## src/rtl/avalon_cmd_csr.sv

```systemverilog
// avalon_cmd_csr: Avalon-MM command FIFO / status / buffer-select / control slave.
// Define AVS_CSR_IRQ_EN to enable the registered interrupt and the writable CTRL[0] irq_en bit.
module avalon_cmd_csr #(
    parameter int DATA_W     = 32,
    parameter int FIFO_DEPTH = 4,
    parameter int STATUS_W   = 8
) (
    input  logic                clk,
    input  logic                reset_n,
    input  logic [2:0]          address,
    input  logic                chipselect,
    input  logic                write,
    input  logic [DATA_W-1:0]   writedata,
    input  logic                read,
    output logic [DATA_W-1:0]   readdata,
    output logic                readdatavalid,
    output logic [DATA_W-1:0]   cmd_data,
    output logic                cmd_valid,
    input  logic                cmd_ready,
    input  logic                core_busy,
    input  logic                core_done,
    input  logic [STATUS_W-1:0] core_status,
    output logic                buf_sel,
    output logic                irq
);
    localparam int PW = $clog2(FIFO_DEPTH);
    localparam int CW = PW + 1;

    logic [DATA_W-1:0] mem [FIFO_DEPTH];
    logic [PW-1:0]     wr_ptr, rd_ptr;
    logic [CW-1:0]     count;
    logic              done, ovf, auto_swap, irq_en;
    logic              wr, rd, full, empty, push_req, push, pop, flush, clr_done, clr_ovf, bufsel_wr, ctrl_wr;
    logic [DATA_W-1:0] status, rd_mux;

    assign wr        = chipselect & write;
    assign rd        = chipselect & read;
    assign full      = count == CW'(FIFO_DEPTH);
    assign empty     = count == '0;
    assign cmd_valid = !empty;
    assign cmd_data  = mem[rd_ptr];
    assign push_req  = wr && address == 3'd0;
    assign ctrl_wr   = wr && address == 3'd3;
    assign bufsel_wr = wr && address == 3'd2;
    assign flush     = ctrl_wr && writedata[2];
    // A flush discards any coinciding push; a push into a full FIFO is dropped even if a pop frees a slot
    assign push      = push_req && !full && !flush;
    assign pop       = cmd_valid && cmd_ready;
    assign clr_done  = wr && address == 3'd4 && writedata[0];
    assign clr_ovf   = wr && address == 3'd4 && writedata[1];

    // Assemble STATUS and select the read-data source for the addressed register
    always_comb begin
        status        = '0;
        status[0]     = core_busy;
        status[1]     = done;
        status[2]     = ovf;
        status[3]     = full;
        status[4]     = empty;
        status[15:8]  = 8'(count);
        status[31:16] = 16'(core_status);
        rd_mux = address == 3'd1 ? status :
                 address == 3'd2 ? DATA_W'(buf_sel) :
                 address == 3'd3 ? DATA_W'({auto_swap, irq_en}) : '0;
    end

    // FIFO storage; contents need no reset since count gates validity
    always_ff @(posedge clk) begin
        if (push) mem[wr_ptr] <= writedata;
    end

    // FIFO pointers and occupancy; pointers wrap naturally because depth is a power of two
    always_ff @(posedge clk or negedge reset_n) begin
        if (!reset_n) begin
            wr_ptr <= '0;
            rd_ptr <= '0;
            count  <= '0;
        end else if (flush) begin
            wr_ptr <= '0;
            rd_ptr <= '0;
            count  <= '0;
        end else begin
            if (push) wr_ptr <= wr_ptr + 1'b1;
            if (pop) rd_ptr <= rd_ptr + 1'b1;
            count <= count + CW'(push) - CW'(pop);
        end
    end

    // Sticky flags (set beats clear), buffer select, CTRL bits and registered read response
    always_ff @(posedge clk or negedge reset_n) begin
        if (!reset_n) begin
            done          <= 1'b0;
            ovf           <= 1'b0;
            buf_sel       <= 1'b0;
            auto_swap     <= 1'b0;
            readdata      <= '0;
            readdatavalid <= 1'b0;
        end else begin
            done          <= core_done | (done & ~clr_done);
            ovf           <= (push_req && full && !flush) | (ovf & ~clr_ovf);
            buf_sel       <= bufsel_wr ? writedata[0] : (auto_swap && core_done) ? ~buf_sel : buf_sel;
            auto_swap     <= ctrl_wr ? writedata[1] : auto_swap;
            readdata      <= rd ? rd_mux : readdata;
            readdatavalid <= rd;
        end
    end

`ifdef AVS_CSR_IRQ_EN
    // Interrupt enable and registered level interrupt, one cycle behind the flags
    always_ff @(posedge clk or negedge reset_n) begin
        if (!reset_n) begin
            irq_en <= 1'b0;
            irq    <= 1'b0;
        end else begin
            irq_en <= ctrl_wr ? writedata[0] : irq_en;
            irq    <= irq_en & (done | ovf);
        end
    end
`else
    assign irq_en = 1'b0;
    assign irq    = 1'b0;
`endif
endmodule

```

## config.mk

```make
export PLATFORM = sky130hd
export DESIGN_NAME = avalon_cmd_csr
export DESIGN_NICKNAME = d
export VERILOG_FILES = /design/src/rtl/avalon_cmd_csr.sv
export SDC_FILE = /design/constraint.sdc
export NUM_CORES = 1
export LEC_CHECK = 0
export ABC_AREA = 1
export CAP_MARGIN = 20
export CORE_UTILIZATION = 47
export CTS_CLUSTER_DIAMETER = 40
export DETAILED_ROUTE_END_ITERATION = 8
export GPL_TIMING_DRIVEN = 0
export PLACE_DENSITY = 0.75
export REMOVE_ABC_BUFFERS = 1
export SETUP_SLACK_MARGIN = 0.3
export SYNTH_ARGS = -nofsm -noshare
export SYNTH_HDL_FRONTEND = slang
export SYNTH_SLANG_ARGS = --single-unit
```

## constraint.sdc

```tcl
create_clock -name clk -period 2.3 [get_ports clk]
set_input_delay 0.345 -clock clk [delete_from_list [all_inputs] [get_ports clk]]
set_output_delay 0.345 -clock clk [all_outputs]
set_load 0.01 [all_outputs]
```

* Word level (Yosys, flattened, before mapping)
Memories as Yosys holds them, arrays and structs flattened.
Cells that the tools add are included.
** Storage, ports and cells
- Flip-flop bits (word level) :: 44
- Latch bits :: 0
- Bits in writable memories :: 128
- Bits in read-only memories :: 0
- Input bits :: 51
- Word-level logic and storage cells :: 61
- Memories kept :: 1
** Cells by class
- $add $sub $neg :: 4
- Multiply operators :: 0
- Div/mod/pow operators :: 0
- Magnitude comparators :: 0
- Equality and inequality tests :: 5
- Shift-type cells :: 0
- Mux-type cells :: 12
- Bitwise gates (word level) :: 9
- Reduce and logical (&&, ||, !) cells :: 21
** Memories
- mem :: depth 4, bits a word 32, read ports 1, clocked after memory_dff 0, write ports 1, line 29 : logic [DATA_W-1:0] mem [FIFO_DEPTH];
** Operators with widths (count)
- two-way mux 24 bit :: 1
- logical AND 1 bit :: 13
- two-way mux 2 bit :: 6
- == test 3 x 2 -> 1 bit, second input constant :: 2
- == test 3 bit, second input constant :: 2
- zero test 3 bit :: 2
- nonzero test 2 bit :: 3
- adder 2 x 1 -> 2 bit, second input constant :: 2
- bitwise AND 1 bit :: 4
- two-way mux 1 bit :: 4
- adder 3 x 1 -> 3 bit :: 1
- == test 3 x 1 -> 1 bit, second input constant :: 1
- zero test 1 bit :: 3
- two-way mux 3 bit :: 1
- NOT 1 bit :: 3
- subtractor 3 x 1 -> 3 bit :: 1
- OR 1 bit :: 2

* Logic depth before layout (Yosys ltp)
- Depth after elaboration :: 8
- Mapped depth :: 12
- Mapped depth without buffers :: 12

* Worst setup path after synthesis
OpenSTA, ideal clock, no wires.
- Path kind :: input-to-reg
- Start :: input address[1]
- End :: memory mem[0][0], enable pin
- Setup time :: 0.421 ns
- Arrival time :: 2.096 ns
- Required time :: 1.879 ns
- Setup slack :: -0.217 ns
- Stages :: 5
- Path buffers :: 0
- Cells stage by stage :: inv_2 -> nand2_1 -> nor2_1 -> nand3_2 -> nor2_1
** Between the ends
- Cells in the longest elaborated chain, start to end :: 7
- Elaborated cells on any way between the ends :: 10
** Ends and longest elaborated chain
- from (decl) :: line 10 : input logic [2:0] address,
- == test 3 x 2 -> 1 bit :: line 43 : assign ctrl_wr = wr && address == 3'd3;
- logical AND 1 bit :: line 43
- logical AND 1 bit :: line 45 : assign flush = ctrl_wr && writedata[2];
- zero test 1 bit :: line 47 : assign push = push_req && !full && !flush;
- logical AND 1 bit (*) :: line 47
- two-way mux 1 bit (*) :: line 69 : if (push) mem[wr_ptr] <= writedata;
- two-way mux 1 bit (implied by the code) (*) :: line 69
- to (decl) :: line 29
Every way passes the cells marked *; elsewhere a longest branch is shown, timed or not.

* Worst setup path after layout
- Start :: register rd_ptr[0]
- End :: output cmd_data[8]
** Between the ends
- Cells in the longest elaborated chain, start to end :: 1
** Ends and longest elaborated chain
- from (decl) :: line 30 : logic [PW-1:0] wr_ptr, rd_ptr;
- from (signal assigned) :: line 84 : if (pop) rd_ptr <= rd_ptr + 1'b1;
- memory (4 x 32 bit)
- to (decl) :: line 17 : output logic [DATA_W-1:0] cmd_data,
No other way between the ends.

==> run summary <==
top cells by area, synth: edfxtp_1 61%, dfrtp_1 11%, nor2_1 4.4%, o21ai_0 4.0%, nand2_1 3.7%
Total Routing Usage GR: 23.9%
Final period util: 89.2%
kind of critical path: reg -> out
TritonCTS Buffers: 17
post-synthesis mux area share: 0%
required time worst endpoint: 1.96 ns
Slowest-stage cell, CP: dfrtp_4
minimum clock period: 2.05 ns
std cell rows: 41
largest family of logic cells by synthesized area: simple AND/OR/NAND/NOR gates
first-pass GRT wire length: 24.7 mm
# IOs: 119
Post-DP HPWL: 7.97 mm
fin nets: 701
Critical Path Max Stage Delay: 0.53 ns
TritonCTS clock tree: done
RR Startpoint: count[0]$_DFF_PN0_
wire per inst: 19.5 um
Crit path arrival time: 1.71 ns
post-route ant nets: 0
pin count of the biggest net entering global routing: 27
slew margin rel.: 59.6%
Syn Inst Count: 496
number of port buffers: 101
area grow syn2layout: 39.6%
Core Region: 12800 um2
Netlist cell types: 25
Synth area leader: edfxtp_1
Worst VDD drop: 0.000473 V
Startpoint Class: register
Synth top area share: 61.0%
average cell area after synthesis: 12.7 um2
CTS max path bufs: 2
total number of vias: 4421
Die Area: 13900 um2
Crit Path Max Fanout: 7
Chip Height: 118 um
Die Width: 118 um
R2R depth: 11
Post-Route WL: 16.2 mm
Seq/Total Area, Yosys: 72.2%
DRC Markers: 0
Vias per Instance: 5.34
run status: completed
root buf cell: clkbuf_16
layout cells sized above 1: 31.7%
crit end category: output pin
initial antenna violation count: 0
Cell Area, Synth: 6300 um2
Setup WS post-layout: 0.249 ns
R2R Setup Slk: 0.37 ns
leakage: 3.30 nW
clock skew: 0.00702 ns
Peak Freq: 488 MHz
Hold Path Class: in -> async
PD cells: 1160 nW/um2
crit-path cells: buf_6, clkinv_8, buf_12, o21ai_2, o22ai_2, buf_2
Synth Area in Compound Gates: 8.90%
gr ovfl total: 0
H-tree Lvls: 4
Adder-Cell Fraction of Synth Area: 1.51%
fill cell count: 879
Post-Synth XOR/XNOR Area: 0.278%
Final Setup Violations: 0
max-slew violations: 0
drt first pass iters: 5
total power: 10.2 mW
commonest non-fill, non-tap cells in the layout: 128 x edfxtp_1, 65 x clkdlybuf4s50_1, 58 x nand2_1
clk slew on worst S/H paths: 0.06 ns
RSZ-0062 raised after global routing: yes
final hold vios: 0
diode count: 0
Iteration-0 DRC Markers: 403
# Max-Cap Violations: 0
Post-Route Utilization: 68.5%
Synth Area in Simple Gates: 10.5%
Initial Util: 49.1%
clk_lat worst skew: 0.42 ns
synth warn: 0
pre-CTS WS: -0.686 ns
reg2reg end: count[1]$_DFF_PN0_
GP Congestion: 0.783
vias in the first global route: 4602
worst-margin pin slew: 0.604 ns
Synth Register Bits: 156
commonest non-fill, non-tap cell in the layout: edfxtp_1
CTS sink cnt: 156
## state kept, by name (all words and copies together), names as in the netlist
signal and count:
readdata 16, auto_swap 1, wr_ptr 2, buf_sel 1, done 1, readdatavalid 1, rd_ptr 2, ovf 1
mem 128, count 3
## where the power goes
group	switching (mW)	internal, mW
combinational	2.34	1.95
sequential	0.153	3.21
clock	1.07	1.46
## metal layers
layer	routed length, um	GRT usage (%)
met5	0	0
met4	339	9.94
met3	1040	5.86
met2	8250	40.0
met1	6540	29.5
## metrics by stage
stage          hold WS [ns]  std cells  area (um2)  setup TNS, ns
6_report              0.308        828        8790              0
5_1_grt               0.340        828        8790              0
4_1_cts               0.308        821        8500              0
3_5_place_dp          0.461        752        7450         -32.80
2_1_floorplan        0.0494        472        6050         -35.89
3_3_place_gp          0.462        745        7270        -298.62
## worst max-delay path: cells and delay by family (launching register included)
kind	cells	cell delay [ns]
buffers and inverters	4	0.51
flip-flops	1	0.53
AO/OA/AOI/OAI	2	0.24
## worst max-delay path by stage
stage | slack, ns | depth (start not counted) | end | from
after floorplan | -0.28 | 3 | cmd_data[0] | rd_ptr[0]$_DFFE_PN0P_
after global placement | -1.96 | 6 | mem[3][15]$_DFFE_PP_ | address[0]
after detailed placement | -0.69 | 4 | cmd_data[1] | rd_ptr[1]$_DFFE_PN0P_
after CTS | 0.21 | 5 | cmd_data[28] | rd_ptr[0]$_DFFE_PN0P_
after global routing | 0.21 | 6 | cmd_data[8] | rd_ptr[0]$_DFFE_PN0P_
final | 0.25 | 6 | cmd_data[8] | rd_ptr[0]$_DFFE_PN0P_
## area by class of cell
class	instances	area, um2	share of cell area, %
Clock buffer	18	429	4.88
Sequential cell	156	4550	51.8
Multi-Input combinational cell	288	1770	20.1
Timing Repair inverter	5	78.8	0.897
Tap cell	172	215	2.45
Timing Repair Buffer	147	1520	17.2
Clock inverter	14	105	1.20
Inverter	28	128	1.45
## Yosys cell counts (all sizes together)
library cell	number
fa	1
ha	6
nand2	64
o22ai	32
buf	37
and3	1
nor3	1
xor2	2
edfxtp	128
clkbuf	3
conb	1
nor2	76
dfrtp	28
o21ai	72
inv	28
nand3	16
## repair_timing
item,CTS,global route
setup endpoints to repair,103,80
pin swaps,27,28
hold buffers,0,0
cloned,10,2
gates resized for setup,240,59
hold endpoints to repair,0,0
buffers inserted,27,5
## kinds of logic (layout without fill, tap and decap cells)
logic type	Yosys count	count (layout)
xor gates and xnor gates	2	2
AOI/OAI and AO/OA	104	104
other	1	17
DFF	156	156
adders and majority gates	7	7
buffers and inverters	68	212
and+or+nand+nor	158	158
Power figures use the tool's default switching activity.
==> edit 1: new RTL, same flow settings <==
Add a define of `AVS_CSR_IRQ_EN`.
--- a/src/rtl/avalon_cmd_csr.sv
+++ b/src/rtl/avalon_cmd_csr.sv
@@ -1,5 +1,7 @@
 // avalon_cmd_csr: Avalon-MM command FIFO / status / buffer-select / control slave.
 // Define AVS_CSR_IRQ_EN to enable the registered interrupt and the writable CTRL[0] irq_en bit.
+`define AVS_CSR_IRQ_EN
+
 module avalon_cmd_csr #(
     parameter int DATA_W     = 32,
     parameter int FIFO_DEPTH = 4,
Check against the original RTL: not equivalent (Yosys sat finds a counterexample within 4 cycles, from zero or initial values and one cycle with reset_n low).
==> edit 1 against the unedited design <==
Critical path depth fell by 1; wire length down 6.7%; critical path type unchanged; design area fell by 0.67%; sequential cell count grew 2; utilization fell by 2.3 points; area after synthesis grew 0.85%; total power down 0.77%; worst setup slack improved by 0.020 ns; highest routed layer unchanged.
==> edit 1: results (changes against the unedited design) <==
Outcome
  – Status: completed

Synthesis
  – Commonest cells in the synthesized netlist: edfxtp_1, nor2_1, o21ai_0, nand2_1, o22ai_1
  – Post-synth cell types: 28 (+12%)
  – Gate Count Post-Synth: 504 (+1.6%)
  – Sequential fraction of the synthesis area: 72.34% (+0.18 points)
  – Top post-synthesis cells by area: edfxtp_1, dfrtp_1, o21ai_0
  – Post-synth EDFFs: 128 (unchanged)
  – Async SR Flop Fraction: 18.99% (+1.0 points)

Global route
  – Vias in the first global route: 4,474 (-2.8%)
  – Met3 usage: 6.950% (+1.1 points)
  – Largest net degree at the start of global routing: 33 (+22%)
  – Met2 GRT Util: 37.98% (-2.0 points)
  – GRT Total Usage: 21.79% (-2.1 points)
  – First-pass GRT wire length: 22,550 um (-8.6%)
  – Global-route track usage on met1: 25.11% (-4.4 points)

Power and ir drop
  – Power share of the sequential group: 33.6% (+0.6 points)
  – Total leakage power: 3.313 nW (+0.29%)
  – Switching part of the total: 32.74% (-2.3 points)
  – Seq pwr: 3.40 mW (+1%)
  – Max VDD drop: 0.5922 mV (+25%)
  – Clk network pwr share: 29.3% (+4.4 points)

Detailed routing
  – Met2 WL: 7783 um (-5.6%)
  – Routed wl met3: 1124 um (+8.0%)
  – Routed wire per std cell: 18.21 um (-6.8%)
  – Final WL: 15,090 um (-6.7%)
  – Via count: 4,438 (+0.38%)
  – Router iterations before antenna repair: 4 (-1)
  – DR iter-0 viols: 306 (-24%)
  – DRT met1 WL: 6003 um (-8.3%)

Timing
  – Clock skew: 0.01196 ns (+0.004940 ns)
  – Hold Slack: 0.3099 ns (+0.001890 ns)
  – Tcrit/Tclk final: 88.27% (-0.88 points)
  – Max-Slew Margin vs Limit: 58.88% (-0.75 points)

Worst setup path
  – R2R cell count: 12 (+1)
  – R2r startpoint: count[0]
  – Crit-path slowest cell: dfrtp_2
  – Largest fanout on the critical path: 8 (+1)
  – Worst setup path endpoint: cmd_data[13]
  – Worst path top cell family by delay: buffers and inverters
  – Critical Path AT: 1.69 ns (-0.02 ns)
  – Slowest cell delay on critical path: 0.50 ns (-0.03 ns)

Placement
  – Port-buffer cells: 102 (+0.99%)
  – DP Cell Count: 765 (+1.7%)
  – DP Area: 7607 sq um (+2.2%)
  – Dpl hpwl: 7858 um (-1.5%)
  – Routability congestion estimate: 0.7697 (-1.7%)
  – Dpl ws: -0.7773 ns (-0.09091 ns)

Cells and area
  – Nets: 699 (-0.29%)
  – Top Registers: mem (128), readdata (16), count (3)
  – Diodes inserted: 0 (unchanged)
  – Share of layout cells above drive strength 1: 27.72% (-4.0 points)
[edit 1: cell types whose count changed after synthesis, sizes merged]
cell,unedited run,this run
buf,37,32
nor2,76,75
nand2,64,68
dfrtp,28,30
o21ai,72,73
nand3b,0,1
clkbuf,3,7
nand4,0,1
o21a,0,1
[edit 1: final cells by class]
cell class	instances	area, sq um
Multi-Input combinational cell	294	1684
Inverter	28	127.6
Sequential cell	158	4599
Fill cell	958	4459
Timing Repair Buffer	137	1393
Clock inverter	11	188.9
Timing Repair inverter	5	81.33
Clock buffer	20	436.7
Tap cell	176	220.2
[edit 1: logic make-up after synthesis]
group	count (synthesis)	share of synthesized area, %
adders and majority gates	7	1.497
and+or+nand+nor	163	11.21
AOI/OAI and AO/OA	106	9.023
buffers and inverters	67	5.595
other	1	0.05904
xor gates and xnor gates	2	0.2759
DFF	158	72.34
[edit 1: timing repair]
action / 4_1_cts / 5_1_grt
buffers inserted: 17 / 6
cloned: 7 / 3
pin swaps: 10 / 18
setup endpoints to repair: 161 / 95
gates resized for setup: 120 / 136
==> edit 2: new RTL, same flow settings <==
Made on the original files. `readdata` no longer has a reset.
--- a/src/rtl/avalon_cmd_csr.sv
+++ b/src/rtl/avalon_cmd_csr.sv
@@ -93,16 +93,18 @@
             ovf           <= 1'b0;
             buf_sel       <= 1'b0;
             auto_swap     <= 1'b0;
-            readdata      <= '0;
             readdatavalid <= 1'b0;
         end else begin
             done          <= core_done | (done & ~clr_done);
             ovf           <= (push_req && full && !flush) | (ovf & ~clr_ovf);
             buf_sel       <= bufsel_wr ? writedata[0] : (auto_swap && core_done) ? ~buf_sel : buf_sel;
             auto_swap     <= ctrl_wr ? writedata[1] : auto_swap;
-            readdata      <= rd ? rd_mux : readdata;
             readdatavalid <= rd;
         end
+    end
+
+    always_ff @(posedge clk) begin
+        readdata <= rd ? rd_mux : readdata;
     end
 
 `ifdef AVS_CSR_IRQ_EN
Formal check against the unedited RTL: not equivalent (a bounded check fails within 4 cycles, from zero or initial values and one cycle with reset_n low).
==> edit 2 against the unedited design <==
Sequential share of layout area rose by 0.93 points; die area down 0.51%; design area about the same; area after synthesis down 0.52%; sequential cell count unchanged; final cell count fell by 3.3%; worst setup slack lost 0.062 ns; total power is 1.4% lower; wire length is 5.0% lower; critical endpoint is now cmd_data[29].
==> edit 2: results (changes against the unedited design) <==
Cells and area
  – Share of layout cells above drive strength 1: 30.52% (-1.2 points)
  – Nets: 676 (-3.6%)
  – Filler cell count: 872 (-0.80%)

Global route
  – Largest net degree at the start of global routing: 33 (+22%)
  – Met2 GRT Util: 36.83% (-3.2 points)
  – GRT Total Usage: 21.99% (-1.9 points)
  – Global-route track usage on met1: 26.57% (-2.9 points)
  – Met3 usage: 8.382% (+2.5 points)
  – First-pass GRT wire length: 22,510 um (-8.8%)
  – Vias in the first global route: 4,260 (-7.4%)

Detailed routing
  – Met2 WL: 7796 um (-5.5%)
  – DRT met1 WL: 5816 um (-11%)
  – DR iter-0 viols: 366 (-9.2%)
  – Routed wire per std cell: 19.18 um (-1.8%)
  – Via count: 4,227 (-4.4%)

Timing
  – Max-Slew Margin vs Limit: 58.01% (-1.6 points)
  – Clock skew: 0.007328 ns (+0.0003052 ns)
  – Final min period: 2.113 ns (+0.06227 ns)

Worst setup path
  – Critical Path AT: 1.77 ns (+0.06 ns)
  – R2r endpoint: count[1]
  – R2r startpoint: count[1]
  – Worst setup path endpoint: cmd_data[29]
  – Largest fanout on the critical path: 4 (-3)
  – Reg-to-reg setup timing slack: 0.33 ns (-0.04 ns)

Synthesis
  – Average cell area after synthesis: 13.22 sq um (+4.1%)
  – Sequential fraction of the synthesis area: 73.82% (+1.7 points)
  – Async SR Flop Fraction: 7.692% (-10 points)
  – Adder-Cell Fraction of Synth Area: 1.518% (+0.0078 points)
  – Commonest cells in the synthesized netlist: edfxtp_1, nor2_1, o21ai_0, inv_1, o22ai_1
  – Post-synth cell types: 26 (+4.0%)
  – Top post-synthesis cells by area: edfxtp_1, nor2_1, dfrtp_1

Power and ir drop
  – Max VDD drop: 0.5659 mV (+20%)
  – Total net switching power: 3.550 mW (-0.41%)

Clock network
  – Worst-path clk slew: 0.06 ns (about the same)

Placement
  – Dpl ws: -0.7020 ns (-0.01553 ns)
  – DP Cell Count: 730 (-2.9%)

Outcome
  – Status: completed
==> edit 2: changes by cell type after synthesis, moves of 11 or more <==
cell,delta
edfxtp_1,+16
dfrtp_1,-16
inv_1,+11
nand2_1,-39
nor2_1,+14
==> edit 2: critical path: stages, from the launching register on <==
cell	delay [ns]
dfrtp_4	0.51
buf_6	0.15
clkbuf_16	0.18
buf_8	0.14
o21ai_4	0.12
o22ai_2	0.10
buf_2	0.15
==> edit 2: cells by family (layout without fill, tap and decap cells) <==
logic type,count (synthesis),count (layout)
flops,156,156
fa+ha+maj,7,7
compound gates,104,104
buf+inv,76,215
xor+xnor,2,2
simple gates,128,128
other cells,1,17
==> edit 2: area by class of cell <==
cell class	instances	area share, %
well taps	172	2.449
inverters	37	1.837
clock inverters	12	0.8687
multi-input cells	258	19.10
repair inverters	6	1.282
repair buffers	142	16.86
clock buffers	18	4.885
flip-flops and latches	156	52.72
==> edit 2: repair_timing <==
action	in CTS	in global routing
buffers inserted	22	8
resized for setup	213	92
endpoints found under the setup margin	103	50
gates cloned	8	3
pin swaps	22	30
==> edit 2: power by group through the flow <==
stage | Combinational (mW) | Clock (mW) | Sequential (mW)
floorplan | 1.26 | 0 | 3.50
global placement | 2.46 | 0 | 3.62
detailed placement | 2.81 | 0 | 3.48
CTS | 3.60 | 2.43 | 3.34
global route | 4.56 | 2.55 | 3.37
finish | 4.28 | 2.40 | 3.35
==> edit 2: worst min path at each step <==
stage / cells after the start / slack [ns] / startpoint / end
after floorplan: 0 / 0.05 / reset_n / auto_swap
after global placement: 2 / 0.50 / done / done
after detailed placement: 2 / 0.53 / auto_swap / auto_swap
after CTS: 1 / 0.33 / reset_n / count[1]
after global routing: 1 / 0.33 / reset_n / count[1]
final: 1 / 0.31 / reset_n / count[1]
